**config.mk**
```make
export PLATFORM = sky130hd
export DESIGN_NAME = acia_rx_ctrl
export DESIGN_NICKNAME = d
export VERILOG_FILES = /design/src/rtl/acia_rx_ctrl.sv
export SDC_FILE = /design/constraint.sdc
export NUM_CORES = 1
export LEC_CHECK = 0
export BUFFER_PORTS_ARGS = -buffer_cell sky130_fd_sc_hd__buf_2
export CORE_UTILIZATION = 48
export CTS_CLUSTER_DIAMETER = 80
export DETAILED_ROUTE_END_ITERATION = 8
export PLACE_DENSITY_LB_ADDON = 0.05
export SLEW_MARGIN = 10
export SYNTH_ARGS = -nofsm -noshare
export SYNTH_HDL_FRONTEND = slang
export SYNTH_SLANG_ARGS = --single-unit
```
**constraint.sdc**
```tcl
create_clock -name clk -period 6.6 [get_ports clk]
set_clock_uncertainty 0.15 [all_clocks]
set_input_delay 1.98 -clock clk [delete_from_list [all_inputs] [get_ports clk]]
set_output_delay 1.98 -clock clk [all_outputs]
set_load 0.1 [all_outputs]
```
**src/rtl/acia_rx_ctrl.sv**
```systemverilog
// acia_rx_ctrl: ACIA receive controller - pclk prescaler, strobe edge capture,
// receive FIFO, status/control + data registers and level interrupt.
// Ports:
//   clk, reset_n       system clock, synchronous active-low reset
//   cs, we, rs, din    bus access (rs 0 = status/control, 1 = data)
//   dout               combinational read data
//   irq                registered interrupt request
//   pclk               clock-enable pulse to the receiver
//   rx_dat/stb/err     receiver byte, byte-valid level, framing-error level
module acia_rx_ctrl #(
  parameter int FIFO_DEPTH = 16,
  parameter int PCLK_DIV   = 4
) (
  input  logic       clk,
  input  logic       reset_n,
  input  logic       cs,
  input  logic       we,
  input  logic       rs,
  input  logic [7:0] din,
  output logic [7:0] dout,
  output logic       irq,
  output logic       pclk,
  input  logic [7:0] rx_dat,
  input  logic       rx_stb,
  input  logic       rx_err
);
  localparam int AW = $clog2(FIFO_DEPTH);
  localparam int PW = PCLK_DIV > 1 ? $clog2(PCLK_DIV) : 1;
  localparam logic [AW:0] DEPTH = (AW+1)'(FIFO_DEPTH);
  logic [PW-1:0] div_cnt;
  logic [7:0]    mem [FIFO_DEPTH];
  logic [AW-1:0] rd_ptr, wr_ptr;
  logic [AW:0]   count;
  logic          stb_q, stb_p, err_q, err_p;
  logic          fe, ovr, rie, eie;
  logic [4:0]    thresh, thr_in, thr_eff;
  logic          push_ev, err_ev, pop, flush, stat_rd, ctl_wr, full, rdrf, accept;
  logic          unused;
  assign unused = din[3];
  assign pclk = div_cnt == PW'(PCLK_DIV - 1);
  always_ff @(posedge clk)
    if (!reset_n) div_cnt <= '0;
    else div_cnt <= pclk ? '0 : div_cnt + PW'(1);
  // Edges are taken between the two capture stages so the strobes are fully registered.
  assign push_ev = stb_q & ~stb_p;
  assign err_ev  = err_q & ~err_p;
  assign full    = count == DEPTH;
  assign rdrf    = count != '0;
  assign pop     = cs & ~we & rs & rdrf;
  assign stat_rd = cs & ~we & ~rs;
  assign ctl_wr  = cs & we & ~rs;
  assign flush   = ctl_wr & din[1];
  // A pop in the same cycle frees the slot a full FIFO would otherwise refuse.
  assign accept  = push_ev & (~full | pop) & ~flush;
  assign thr_in  = {1'b0, din[7:4]};
  assign thr_eff = thr_in == 5'd0 ? 5'd1 : thr_in > 5'(FIFO_DEPTH) ? 5'(FIFO_DEPTH) : thr_in;
  assign dout    = rs ? (rdrf ? mem[rd_ptr] : 8'h00) : {irq, 3'b000, full, ovr, fe, rdrf};
  always_ff @(posedge clk)
    if (reset_n && accept) mem[wr_ptr] <= rx_dat;
  always_ff @(posedge clk) begin
    if (!reset_n) begin
      stb_q  <= 1'b0;
      stb_p  <= 1'b0;
      err_q  <= 1'b0;
      err_p  <= 1'b0;
      rd_ptr <= '0;
      wr_ptr <= '0;
      count  <= '0;
      fe     <= 1'b0;
      ovr    <= 1'b0;
      rie    <= 1'b0;
      eie    <= 1'b0;
      thresh <= 5'd1;
      irq    <= 1'b0;
    end else begin
      stb_q <= rx_stb;
      stb_p <= stb_q;
      err_q <= rx_err;
      err_p <= err_q;
      irq   <= (rie & (5'(count) >= thresh)) | (eie & (fe | ovr));
      if (ctl_wr) begin
        rie    <= din[0];
        eie    <= din[2];
        thresh <= thr_eff;
      end
      if (flush) begin
        rd_ptr <= '0;
        wr_ptr <= '0;
        count  <= '0;
        fe     <= 1'b0;
        ovr    <= 1'b0;
      end else begin
        rd_ptr <= rd_ptr + AW'(pop);
        wr_ptr <= wr_ptr + AW'(accept);
        count  <= count + (AW+1)'(accept) - (AW+1)'(pop);
        // Set events override the clear-on-status-read.
        fe     <= err_ev | (fe & ~stat_rd);
        ovr    <= (push_ev & full & ~pop) | (ovr & ~stat_rd);
      end
    end
  end
endmodule
```
# Word-level counts from Yosys, hierarchy flattened
# Memories as Yosys holds them, arrays and structs flattened. A register that Yosys moved wholly into a read port is not among the register bits.
# Cells that the tools add are included.
# word_totals
memories,1
out_inout_bits,10
ram_bits,128
reg_bits,29
# op_classes
n_reduce_logical,5
bitwise,31
n_lt_le_gt_ge,2
add_sub_neg,5
n_mux,7
n_eq_ne,2
# mem_list
name,depth,width,rd,rd_clocked_by_memory_dff,wr,line_no,source
mem,16,8,1,1,1,31,logic [7:0] mem [FIFO_DEPTH];
# ops
operator,count
bitwise AND 1 bit,17
2-to-1 mux 8 bit,2
2-to-1 mux 5 bit,2
NOT 1 bit,9
adder 4 x 1 -> 4 bit,2
adder 5 x 1 -> 5 bit,1
"equality test 5 bit, second input constant",1
>= comparator 5 bit,1
"greater-than comparator 4 x 5 -> 1 bit, second input constant",1
logical NOT 5 bit,1
bitwise OR 1 bit,5
nonzero test 5 bit,1
subtractor 5 x 1 -> 5 bit,1
2-to-1 mux 4 bit,1
OR reduction 2 bit,2
"adder 2 x 1 -> 2 bit, second input constant",1
"equality test 2 bit, second input constant",1
2-to-1 mux 1 bit,2
logical AND 1 bit,1

# Depth between registers and ports, before layout
# Gate-level depths: netlist of run 1.
# depth
word_depth,10
ltp_mapped,15
ltp_nobuf,15

# Least setup slack after synthesis of run 1
# No wires, ideal clock.
# synth_path
path_type,input to output
start,in rs
end,out dout[3]
setup_slack_ns,-0.085
required_time_ns,4.470
stages,3
arrival_time_ns,4.555
cell_sequence,clkbuf_1 > a21oi_1 > a211oi_1
# synth_between
elab_chain_len,1
# synth_lines
element,line_no,source
"start, declared",18,"input logic rs,"
2-to-1 mux 8 bit,57,"assign dout = rs ? (rdrf ? mem[rd_ptr] : 8'h00) : {irq, 3'b000, full, ovr, fe, rdrf};"
"end, declared",20,"output logic [7:0] dout,"
# Every way passes these cells.

# Worst setup path in the final report of run 1
# layout_path
start,in rs
end,out dout[7]
# Same word-level chain as after synthesis.

==> metrics.txt, run 1 <==
# TYPE chip_impl_metric gauge
chip_impl_metric{name="place.port_buffers",unit=""} 31
chip_impl_metric{name="vias_per_instance",unit=""} 5.50
chip_impl_metric{name="synth.cell_area",unit="mm2"} 0.00632
chip_impl_metric{name="drt-total-wl",unit="um"} 12500
chip_impl_metric{name="die-width",unit="um"} 117
chip_impl_metric{name="cts_buffers",unit=""} 17
chip_impl_metric{name="synth_nets",unit=""} 409
chip_impl_metric{name="hold_slack",unit="ns"} 0.286
chip_impl_info{name="hold_class",value="flop to flop"} 1
chip_impl_info{name="status",value="finished clean"} 1
chip_impl_metric{name="synthesis_to_finish_area_growth",unit="%"} 14.4
chip_impl_metric{name="min_period_over_period",unit=""} 0.849
chip_impl_metric{name="cts_hold_bufs",unit=""} 0
chip_impl_metric{name="min_clock_period_post_route",unit="ns"} 5.61
chip_impl_metric{name="detailedPlacementHpwl",unit="um"} 8120
chip_impl_metric{name="stdcell_count",unit=""} 592
chip_impl_metric{name="antenna_found_initial",unit=""} 0
chip_impl_metric{name="synth-seq-cells",unit=""} 156
chip_impl_metric{name="max_clk_rate",unit="MHz"} 178
chip_impl_metric{name="max_cap_violations",unit=""} 0
chip_impl_metric{name="arrival",unit="ns"} 3.48
chip_impl_metric{name="row_count",unit=""} 41
chip_impl_metric{name="n_antenna_cell",unit=""} 0
chip_impl_metric{name="postSynthAreaPerCell",unit="um2"} 17.1
chip_impl_metric{name="area_of_all_placed_cells_without_fillers",unit="mm2"} 0.00723
chip_impl_metric{name="setup.reg_to_reg.worst_slack",unit="ns"} 3.35
chip_impl_metric{name="crit_path_max_fanout",unit=""} 13
chip_impl_metric{name="finish.net_count",unit=""} 448
chip_impl_metric{name="pin_count_of_the_biggest_net_entering_global_routing",unit=""} 30
chip_impl_metric{name="grt_pass1_wl",unit="um"} 18700
chip_impl_info{name="startpoint_type",value="primary input"} 1
chip_impl_metric{name="final-hold-violation-count",unit=""} 0
chip_impl_metric{name="die_y",unit="um"} 117
chip_impl_metric{name="cellPowerDensity",unit="mW/mm2"} 343
chip_impl_info{name="worstPathCellList",value="buf_2 > nand3_1 > nor2_1 > a22oi_1 > o221ai_1 > buf_2"} 1
chip_impl_metric{name="ctsLongestPathBuffers",unit=""} 2
chip_impl_metric{name="timing.slew.headroom",unit=""} 0.234
chip_impl_info{name="cp_max_stage_cell",value="buf_2"} 1
chip_impl_metric{name="globalRoute.totalOverflow",unit=""} 0
chip_impl_metric{name="synthArstFlopShare",unit=""} 0
chip_impl_metric{name="cp_num_buf_inv",unit=""} 2
chip_impl_metric{name="p_leak",unit="nW"} 2.47
chip_impl_metric{name="dr_total_vias",unit=""} 3255
chip_impl_metric{name="drt.antenna.violating_nets",unit=""} 0
chip_impl_metric{name="clk_pin_slew_worst_paths",unit="ns"} 0.05
chip_impl_info{name="cts-root-buf",value="clkbuf_16"} 1
chip_impl_metric{name="seq_area_frac_synth",unit=""} 0.697
chip_impl_metric{name="drt_first_pass_iters",unit=""} 4
chip_impl_metric{name="floorplan.initialDensity",unit=""} 0.497
chip_impl_metric{name="worstSkewPairLatency",unit="ns"} 0.42
chip_impl_metric{name="die_area",unit="mm2"} 0.0136
chip_impl_info{name="tritoncts",value="done"} 1
chip_impl_metric{name="placedCellCount",unit=""} 562
chip_impl_metric{name="vdd_drop_max",unit="uV"} 225
chip_impl_info{name="cpMostUsedCell",value="buf_2"} 1
chip_impl_metric{name="place_area",unit="mm2"} 0.00665
chip_impl_info{name="crit_family",value="buffers and inverters"} 1
chip_impl_metric{name="h-tree-depth",unit=""} 4
chip_impl_info{name="timing.setup.critical_path_class",value="primary input to output port"} 1
chip_impl_info{name="end_kind",value="output port"} 1
chip_impl_info{name="rsz0062_at_grt",value="false"} 1
chip_impl_metric{name="route.detailed.drc",unit=""} 0
chip_impl_metric{name="final-setup-viol-count",unit=""} 0
chip_impl_metric{name="synthesis.instances",unit=""} 370
chip_impl_metric{name="fillers",unit=""} 1056
chip_impl_metric{name="critPathRequiredTime",unit="ns"} 4.47
chip_impl_metric{name="io-pin-count",unit=""} 33
chip_impl_metric{name="total_of_cells_resized_after_clock_tree_synthesis",unit=""} 0
chip_impl_metric{name="wire_per_inst",unit="um"} 21.1
chip_impl_metric{name="finalCoreUtilization",unit=""} 0.568
chip_impl_metric{name="timing_worst_slew_pin_value",unit="ns"} 1.14
chip_impl_metric{name="gp_congestion",unit=""} 0.742
chip_impl_metric{name="clock_sink_count",unit=""} 156
chip_impl_metric{name="via_count_of_the_first_global_routing_pass",unit=""} 3284
chip_impl_metric{name="synth_cell_types",unit=""} 43
chip_impl_metric{name="post_cts.repair.setup_buffers",unit=""} 0
chip_impl_metric{name="report.final.slew_viol_count",unit=""} 0
chip_impl_metric{name="global_route_usage_sum",unit=""} 0.204
chip_impl_metric{name="timing.critical_path.slowest_cell_delay",unit="ns"} 0.47
chip_impl_metric{name="synth-edff-count",unit=""} 128
chip_impl_metric{name="drt_first_iter_violations",unit=""} 258
chip_impl_metric{name="coreArea",unit="mm2"} 0.0127
chip_impl_metric{name="timing.setup.tns",unit="ns"} 0
chip_impl_metric{name="synth.yosys.warnings",unit=""} 0
chip_impl_info{name="yosys_most_used_dff",value="edfxtp_1"} 1
chip_impl_metric{name="fraction_of_final_layout_cells_with_drive_strength_greater_than_1",unit=""} 0.233
==> logic make-up after synthesis <==
logic type,after synthesis,share of synthesized area
flip-flops,156,0.697
buffers and inverters,28,0.0190
AO/OA/AOI/OAI,30,0.0327
multiplexers,46,0.136
adder cells (fa/ha/maj),16,0.0329
AND/OR/NAND/NOR,86,0.0709
XOR/XNOR,8,0.0111
==> metrics by stage <==
stage               total power, mW  worst slack, ns
global route                   2.57            0.816
detailed placement             1.53             1.00
floorplan                      1.45            0.456
global placement               1.53             1.02
finish                         2.48            0.995
CTS                            2.51            0.993
==> cell usage in the layout (no fill, tap or decap), drive strengths merged, types with 4 or more instances in the layout <==
cell / netlist / layout
a21oi: 7 / 7
and2: 5 / 5
and3: 6 / 6
buf: 9 / 33
bufinv: 0 / 4
clkbuf: 4 / 18
clkinv: 1 / 9
dfxtp: 28 / 28
edfxtp: 128 / 128
ha: 15 / 15
inv: 14 / 14
mux2i: 14 / 14
mux4: 32 / 32
nand2: 10 / 10
nand3: 5 / 5
nor2: 34 / 34
nor2b: 7 / 7
o22ai: 5 / 5
xnor2: 5 / 5
==> worst paths after layout <==
| path | from | endpoint | cells past startpoint |
|---|---|---|---|
| worst min-delay path | div_cnt[0] | div_cnt[0] | 1 |
| worst max register to register | count[2] | mem[4][6] | 7 |
| worst max-delay path | rs | dout[7] | 6 |
| worst min register to register | div_cnt[0] | div_cnt[0] | 1 |
==> registers in the layout, summed over array words and instances, names as in the netlist <==
name / count
rd_ptr: 4
eie: 1
ovr: 1
wr_ptr: 4
div_cnt: 2
irq: 1
stb_q: 1
fe: 1
rie: 1
count: 5
err_p: 1
err_q: 1
thresh: 4
mem: 128
stb_p: 1
==> where the power goes <==
| group | leakage (nW) | switching, mW | total, mW | internal (mW) |
|---|---|---|---|---|
| registers | 1.38 | 0.0287 | 1.11 | 1.09 |
| clock network | 0.287 | 0.357 | 0.975 | 0.618 |
| logic | 0.806 | 0.269 | 0.392 | 0.123 |
| total | 2.47 | 0.654 | 2.48 | 1.83 |
==> cells in the mapped netlist (all sizes together) (6+ instances only) <==
| cell type | instances | area, um2 |
|---|---|---|
| a21oi | 7 | 35.0 |
| and3 | 6 | 37.5 |
| buf | 9 | 48.8 |
| dfxtp | 28 | 561 |
| edfxtp | 128 | 3840 |
| ha | 15 | 188 |
| inv | 14 | 52.6 |
| mux2i | 14 | 140 |
| mux4 | 32 | 721 |
| nand2 | 10 | 40.0 |
| nor2 | 34 | 128 |
| nor2b | 7 | 43.8 |
==> metal layers <==
metal | track usage | vias up | wire [um]
li1 | - | 1519 | -
met1 | 0.255 | 1631 | 5220
met2 | 0.337 | 82 | 6260
met3 | 0.0503 | 23 | 727
met4 | 0.0945 | 0 | 299
met5 | 0 | - | 0
==> layout make-up <==
cell class	instances	area, um2	share of cell area
sequential	156	4410	0.609
multi-input combinational	186	1800	0.249
clock buffer	18	429	0.0594
tap	172	215	0.0298
timing repair buffer	33	170	0.0235
clock inverter	12	154	0.0213
inverter	15	56.3	0.00779
==> worst reg2reg max path, stage by stage, from the launching register on <==
cell       delay (ns)
dfxtp_1          0.37
inv_1            0.08
ha_1             0.25
or4b_1           0.25
nand2_2          0.08
o2111ai_2        0.31
or4b_4           0.53
nor2_1           0.83
Note: power is estimated with default switching activity, not from simulation.
==> run 2: changes to the inputs <==
clock period = 5.7 ns   (was 6.6 ns; I/O delays follow)
==> metrics.txt, run 2 (synthesis gave the netlist of run 1 again) <==
# TYPE chip_impl_metric gauge
chip_impl_info{name="status",value="finished clean"} 1
chip_impl_metric{name="final-hold-violation-count",unit=""} 0
chip_impl_metric{name="drt.antenna.violating_nets",unit=""} 0
chip_impl_metric{name="fraction_of_final_layout_cells_with_drive_strength_greater_than_1",unit=""} 0.252
chip_impl_info{name="rsz0062_at_grt",value="false"} 1
chip_impl_metric{name="min_period_over_period",unit=""} 0.899
chip_impl_metric{name="route.detailed.drc",unit=""} 0
chip_impl_metric{name="clk_pin_slew_worst_paths",unit="ns"} 0.06
chip_impl_metric{name="cellPowerDensity",unit="mW/mm2"} 381
chip_impl_metric{name="vdd_drop_max",unit="uV"} 329
chip_impl_metric{name="cts_buffers",unit=""} 17
chip_impl_metric{name="globalRoute.totalOverflow",unit=""} 0
chip_impl_metric{name="flip_flop_count_of_the_largest_register_after_layout",unit=""} 128
chip_impl_info{name="reg_top3",value="mem: 128 flops, count: 5 flops"} 1
chip_impl_metric{name="place.port_buffers",unit=""} 31
chip_impl_metric{name="via_count_of_the_first_global_routing_pass",unit=""} 3229
chip_impl_info{name="largest_register",value="mem"} 1
chip_impl_metric{name="timing.setup.tns",unit="ns"} 0
chip_impl_metric{name="final-setup-viol-count",unit=""} 0
chip_impl_info{name="end_kind",value="output port"} 1
chip_impl_metric{name="arrival",unit="ns"} 3.26
chip_impl_metric{name="timing_worst_slew_pin_value",unit="ns"} 1.16
chip_impl_info{name="busiest_layer",value="met2"} 1
chip_impl_metric{name="dr_total_vias",unit=""} 3309
chip_impl_info{name="cts-root-buf",value="clkbuf_16"} 1
chip_impl_metric{name="vias_per_instance",unit=""} 5.52
chip_impl_metric{name="pin_count_of_the_biggest_net_entering_global_routing",unit=""} 22
chip_impl_metric{name="n_antenna_cell",unit=""} 0
chip_impl_info{name="worst_setup_path_startpoint",value="rs"} 1
chip_impl_metric{name="h-tree-depth",unit=""} 4
chip_impl_metric{name="ctsLongestPathBuffers",unit=""} 2
chip_impl_metric{name="antenna_found_initial",unit=""} 0
chip_impl_info{name="timing.setup.critical_path_class",value="primary input to output port"} 1
chip_impl_metric{name="total_of_cells_resized_after_clock_tree_synthesis",unit=""} 0
chip_impl_metric{name="die_area",unit="mm2"} 0.0136
chip_impl_metric{name="report.final.slew_viol_count",unit=""} 0
chip_impl_metric{name="gp_congestion",unit=""} 0.732
chip_impl_metric{name="die-width",unit="um"} 117
chip_impl_info{name="startpoint_of_the_most_critical_hold_path",value="div_cnt[0]"} 1
chip_impl_metric{name="die_y",unit="um"} 117
chip_impl_metric{name="worstSkewPairLatency",unit="ns"} 0.42
chip_impl_metric{name="drt-total-wl",unit="um"} 12700
chip_impl_metric{name="max_clk_rate",unit="MHz"} 195
chip_impl_metric{name="place_area",unit="mm2"} 0.00669
chip_impl_metric{name="grt_pass1_wl",unit="um"} 19100
chip_impl_metric{name="area_of_all_placed_cells_without_fillers",unit="mm2"} 0.00722
chip_impl_metric{name="min_clock_period_post_route",unit="ns"} 5.12
chip_impl_metric{name="crit_path_max_fanout",unit=""} 13
chip_impl_metric{name="io-pin-count",unit=""} 33
chip_impl_metric{name="max_cap_violations",unit=""} 0
chip_impl_metric{name="finalCoreUtilization",unit=""} 0.567
chip_impl_info{name="startpoint_type",value="primary input"} 1
chip_impl_metric{name="wire_per_inst",unit="um"} 21.2
chip_impl_metric{name="global_route.usage.met2",unit=""} 0.326
chip_impl_metric{name="coreArea",unit="mm2"} 0.0127
chip_impl_metric{name="global_route_usage_sum",unit=""} 0.207
chip_impl_info{name="worstReg2RegStart",value="count[2]"} 1
chip_impl_info{name="layout_commonest_cell",value="edfxtp_1"} 1
chip_impl_metric{name="timing.slew.headroom",unit=""} 0.222
chip_impl_metric{name="drt_first_iter_violations",unit=""} 232
chip_impl_metric{name="gr-usage-met1",unit=""} 0.277
chip_impl_metric{name="cts_hold_bufs",unit=""} 0
chip_impl_metric{name="p_leak",unit="nW"} 2.49
chip_impl_metric{name="floorplan.initialDensity",unit=""} 0.497
chip_impl_metric{name="drt_first_pass_iters",unit=""} 5
chip_impl_metric{name="clock_sink_count",unit=""} 156
chip_impl_info{name="hold_class",value="flop to flop"} 1
chip_impl_metric{name="synthesis_to_finish_area_growth",unit="%"} 14.2
chip_impl_metric{name="p_total",unit="mW"} 2.75
chip_impl_info{name="tritoncts",value="done"} 1
chip_impl_metric{name="grt.met3_usage",unit=""} 0.0503
chip_impl_metric{name="row_count",unit=""} 41
chip_impl_metric{name="post_cts.repair.setup_buffers",unit=""} 0
chip_impl_metric{name="detailedPlacementHpwl",unit="um"} 8380
chip_impl_metric{name="finish.net_count",unit=""} 454
chip_impl_metric{name="critPathRequiredTime",unit="ns"} 3.84
chip_impl_info{name="most-common-layout-cells",value="128 x edfxtp_1, 34 x nor2_1, 32 x mux4_2, 31 x buf_2, 27 x dfxtp_1"} 1
==> run 2: where the power goes <==
group / internal [mW] / leakage, nW / total (mW) / switching [mW]
sequential: 1.26 / 1.38 / 1.28 / 0.0268
clock: 0.586 / 0.267 / 1.00 / 0.416
combinational: 0.145 / 0.838 / 0.466 / 0.321
==> run 2: through the flow <==
| stage | hold slack (ns) | std cells | setup WS [ns] |
|---|---|---|---|
| 2_1_floorplan | 0.255 | 370 | 0.0959 |
| 3_3_place_gp | 0.262 | 568 | 0.674 |
| 3_5_place_dp | 0.281 | 568 | 0.615 |
| 4_1_cts | 0.289 | 600 | 0.603 |
| 5_1_grt | 0.296 | 600 | 0.472 |
| 6_report | 0.280 | 600 | 0.578 |
==> run 2: final timing paths <==
| kind | end | slack, ns | cells past startpoint |
|---|---|---|---|
| worst max-delay path | dout[7] | 0.58 | 6 |
| worst min-delay path | div_cnt[0] | 0.28 | 1 |
| worst max register to register | count[4] | 2.46 | 15 |
| worst min register to register | div_cnt[0] | 0.28 | 1 |
==> run 2: layer usage <==
metal,vias to the layer above,routed length [um]
met5,-,0
met4,0,275
met3,21,542
met2,80,6240
met1,1678,5670
li1,1530,-
==> run 2: cell type report <==
class | count | area (um2)
Tap cell | 172 | 215
Clock inverter | 8 | 43.8
Clock buffer | 24 | 482
Timing Repair Buffer | 39 | 215
Sequential cell | 156 | 4410
Inverter | 15 | 56.3
Fill cell | 1066 | 5510
Multi-Input combinational cell | 186 | 1800
==> run 2: critical path, stage by stage <==
cell,delay (ns)
buf_2,0.25
nand3_1,0.30
nor2_1,0.28
a22oi_1,0.13
o221ai_1,0.11
buf_2,0.48
==> run 3: changes to the inputs <==
CORE_ASPECT_RATIO = 0.8   (was default)
==> metrics.txt, run 3 (synthesis gave the netlist of run 1 again) <==
# TYPE chip_impl_metric gauge
chip_impl_metric{name="fraction_of_final_layout_cells_with_drive_strength_greater_than_1",unit=""} 0.259
chip_impl_metric{name="finish.net_count",unit=""} 454
chip_impl_info{name="timing.setup.critical_path_class",value="primary input to output port"} 1
chip_impl_info{name="startpoint_of_the_most_critical_hold_path",value="div_cnt[0]"} 1
chip_impl_metric{name="hold_slack",unit="ns"} 0.289
chip_impl_metric{name="finalCoreUtilization",unit=""} 0.562
chip_impl_metric{name="drt-total-wl",unit="um"} 12900
chip_impl_metric{name="place_area",unit="mm2"} 0.00669
chip_impl_metric{name="arrival",unit="ns"} 3.16
chip_impl_metric{name="gp_congestion",unit=""} 0.752
chip_impl_info{name="layout_commonest_cell",value="edfxtp_1"} 1
chip_impl_metric{name="vdd_drop_max",unit="uV"} 223
chip_impl_info{name="cpMostUsedCell",value="buf_2"} 1
chip_impl_metric{name="timing.setup.tns",unit="ns"} 0
chip_impl_metric{name="place.port_buffers",unit=""} 31
chip_impl_metric{name="floorplan.initialDensity",unit=""} 0.491
chip_impl_metric{name="clockPowerShare",unit=""} 0.370
chip_impl_metric{name="final-hold-violation-count",unit=""} 0
chip_impl_metric{name="globalRoute.totalOverflow",unit=""} 0
chip_impl_metric{name="die_y",unit="um"} 105
chip_impl_info{name="worst_setup_path_startpoint",value="rs"} 1
chip_impl_info{name="status",value="finished clean"} 1
chip_impl_metric{name="final-setup-viol-count",unit=""} 0
chip_impl_metric{name="wire_per_inst",unit="um"} 21.4
chip_impl_metric{name="timing.critical_path.slowest_cell_delay",unit="ns"} 0.46
chip_impl_metric{name="drt_first_iter_violations",unit=""} 346
chip_impl_info{name="worstReg2RegStart",value="count[2]"} 1
chip_impl_info{name="hold_class",value="flop to flop"} 1
chip_impl_metric{name="flip_flop_count_of_the_largest_register_after_layout",unit=""} 128
chip_impl_metric{name="dr_total_vias",unit=""} 3327
chip_impl_metric{name="ctsLongestPathBuffers",unit=""} 2
chip_impl_metric{name="route.detailed.drc",unit=""} 0
chip_impl_metric{name="global_route.usage.met2",unit=""} 0.296
chip_impl_metric{name="drt.antenna.violating_nets",unit=""} 0
chip_impl_metric{name="global_route_usage_sum",unit=""} 0.214
chip_impl_metric{name="cts_hold_bufs",unit=""} 0
chip_impl_info{name="reg_top3",value="mem: 128 flops, count: 5 flops"} 1
chip_impl_info{name="end_kind",value="output port"} 1
chip_impl_info{name="largest_register",value="mem"} 1
chip_impl_metric{name="row_count",unit=""} 37
chip_impl_metric{name="n_antenna_cell",unit=""} 0
chip_impl_metric{name="die_area",unit="mm2"} 0.0136
chip_impl_metric{name="grt_pass1_wl",unit="um"} 20000
chip_impl_metric{name="gr-usage-met1",unit=""} 0.332
chip_impl_metric{name="critPathRequiredTime",unit="ns"} 3.84
chip_impl_metric{name="cp_num_buf_inv",unit=""} 2
chip_impl_metric{name="pwr-share-comb",unit=""} 0.165
chip_impl_metric{name="vias_per_instance",unit=""} 5.52
chip_impl_metric{name="post_cts.repair.setup_buffers",unit=""} 0
chip_impl_metric{name="total_of_cells_resized_after_clock_tree_synthesis",unit=""} 0
chip_impl_metric{name="crit_path_max_fanout",unit=""} 13
chip_impl_metric{name="die-width",unit="um"} 130
chip_impl_metric{name="area_of_all_placed_cells_without_fillers",unit="mm2"} 0.00724
chip_impl_info{name="tritoncts",value="done"} 1
chip_impl_metric{name="internal_power",unit="mW"} 1.96
chip_impl_info{name="startpoint_type",value="primary input"} 1
chip_impl_metric{name="synthesis_to_finish_area_growth",unit="%"} 14.5
chip_impl_info{name="rsz0062_at_grt",value="false"} 1
chip_impl_info{name="cp_max_stage_cell",value="buf_2"} 1
chip_impl_metric{name="netSwitchingPower",unit="uW"} 808
chip_impl_metric{name="stdcell_count",unit=""} 603
chip_impl_metric{name="detailedPlacementHpwl",unit="um"} 8300
chip_impl_metric{name="via_count_of_the_first_global_routing_pass",unit=""} 3342
chip_impl_metric{name="timing.slew.headroom",unit=""} 0.257
chip_impl_metric{name="max_clk_rate",unit="MHz"} 199
chip_impl_metric{name="fillers",unit=""} 1065
chip_impl_metric{name="cellPowerDensity",unit="mW/mm2"} 383
chip_impl_info{name="most-common-layout-cells",value="128 x edfxtp_1, 34 x nor2_1, 32 x mux4_2, 31 x buf_2, 27 x dfxtp_1"} 1
chip_impl_metric{name="coreArea",unit="mm2"} 0.0129
chip_impl_metric{name="timing_worst_slew_pin_value",unit="ns"} 1.11
chip_impl_metric{name="p_leak",unit="nW"} 2.47
chip_impl_metric{name="io-pin-count",unit=""} 33
chip_impl_info{name="crit_family",value="buffers and inverters"} 1
chip_impl_metric{name="power.share.sequential",unit=""} 0.465
chip_impl_metric{name="clk_pin_slew_worst_paths",unit="ns"} 0.06
chip_impl_metric{name="antenna_found_initial",unit=""} 0
chip_impl_metric{name="worstSkewPairLatency",unit="ns"} 0.42
chip_impl_metric{name="placedCellCount",unit=""} 571
chip_impl_info{name="cts-root-buf",value="clkbuf_16"} 1
chip_impl_metric{name="max_cap_violations",unit=""} 0
chip_impl_metric{name="min_clock_period_post_route",unit="ns"} 5.02
chip_impl_metric{name="report.final.slew_viol_count",unit=""} 0
chip_impl_metric{name="cts_buffers",unit=""} 17
chip_impl_metric{name="clock_sink_count",unit=""} 156
chip_impl_metric{name="pin_count_of_the_biggest_net_entering_global_routing",unit=""} 25
chip_impl_info{name="busiest_layer",value="met1"} 1
chip_impl_metric{name="swShare",unit=""} 0.292
chip_impl_info{name="worstPathCellList",value="buf_2 > nand3_1 > nor2_1 > a22oi_1 > o221ai_1 > buf_2"} 1
chip_impl_metric{name="h-tree-depth",unit=""} 4
chip_impl_metric{name="grt.met3_usage",unit=""} 0.0389
chip_impl_metric{name="min_period_over_period",unit=""} 0.881
chip_impl_metric{name="drt_first_pass_iters",unit=""} 5
## run 3: cell types whose count changed in the layout (fill, tap and decap cells not counted), sizes merged
cell / change
clkinv: -3
clkinvlp: +5
clkbuf: -6
inv: +4
## run 3: final timing paths
check,endpoint,slack [ns],cells after the start
worst max-delay path,dout[2],0.68,6
worst min-delay path,div_cnt[0],0.29,1
worst max register to register,count[4],2.42,15
worst min register to register,div_cnt[0],0.29,1
## run 3: layout make-up
cell class	instances	area (um2)	area share
clock buffer	18	429	0.0593
sequential	156	4410	0.609
inverter	15	56.3	0.00778
clock inverter	14	113	0.0156
timing repair buffer	39	215	0.0297
tap	175	219	0.0303
multi-input combinational	186	1800	0.248
## run 3: routing by layer
metal / share of wire / vias up / routed length, um
met5: 0 / - / 0
met4: 0.019 / 0 / 250
met3: 0.046 / 19 / 598
met2: 0.45 / 79 / 5750
met1: 0.49 / 1694 / 6310
li1: - / 1535 / -
## run 3: power groups by stage
stage	logic [mW]	registers [mW]	clock network, mW
6_report	0.457	1.29	1.02
5_1_grt	0.495	1.30	1.08
4_1_cts	0.461	1.29	1.04
3_5_place_dp	0.459	1.32	0
3_3_place_gp	0.450	1.32	0
2_1_floorplan	0.380	1.30	0
## run 3: metrics by stage
step                worst slack [ns]  power (mW)
floorplan                     0.0959        1.68
detailed placement             0.664        1.77
CTS                            0.659        2.79
finish                         0.676        2.77
global route                   0.541        2.87
global placement               0.708        1.77
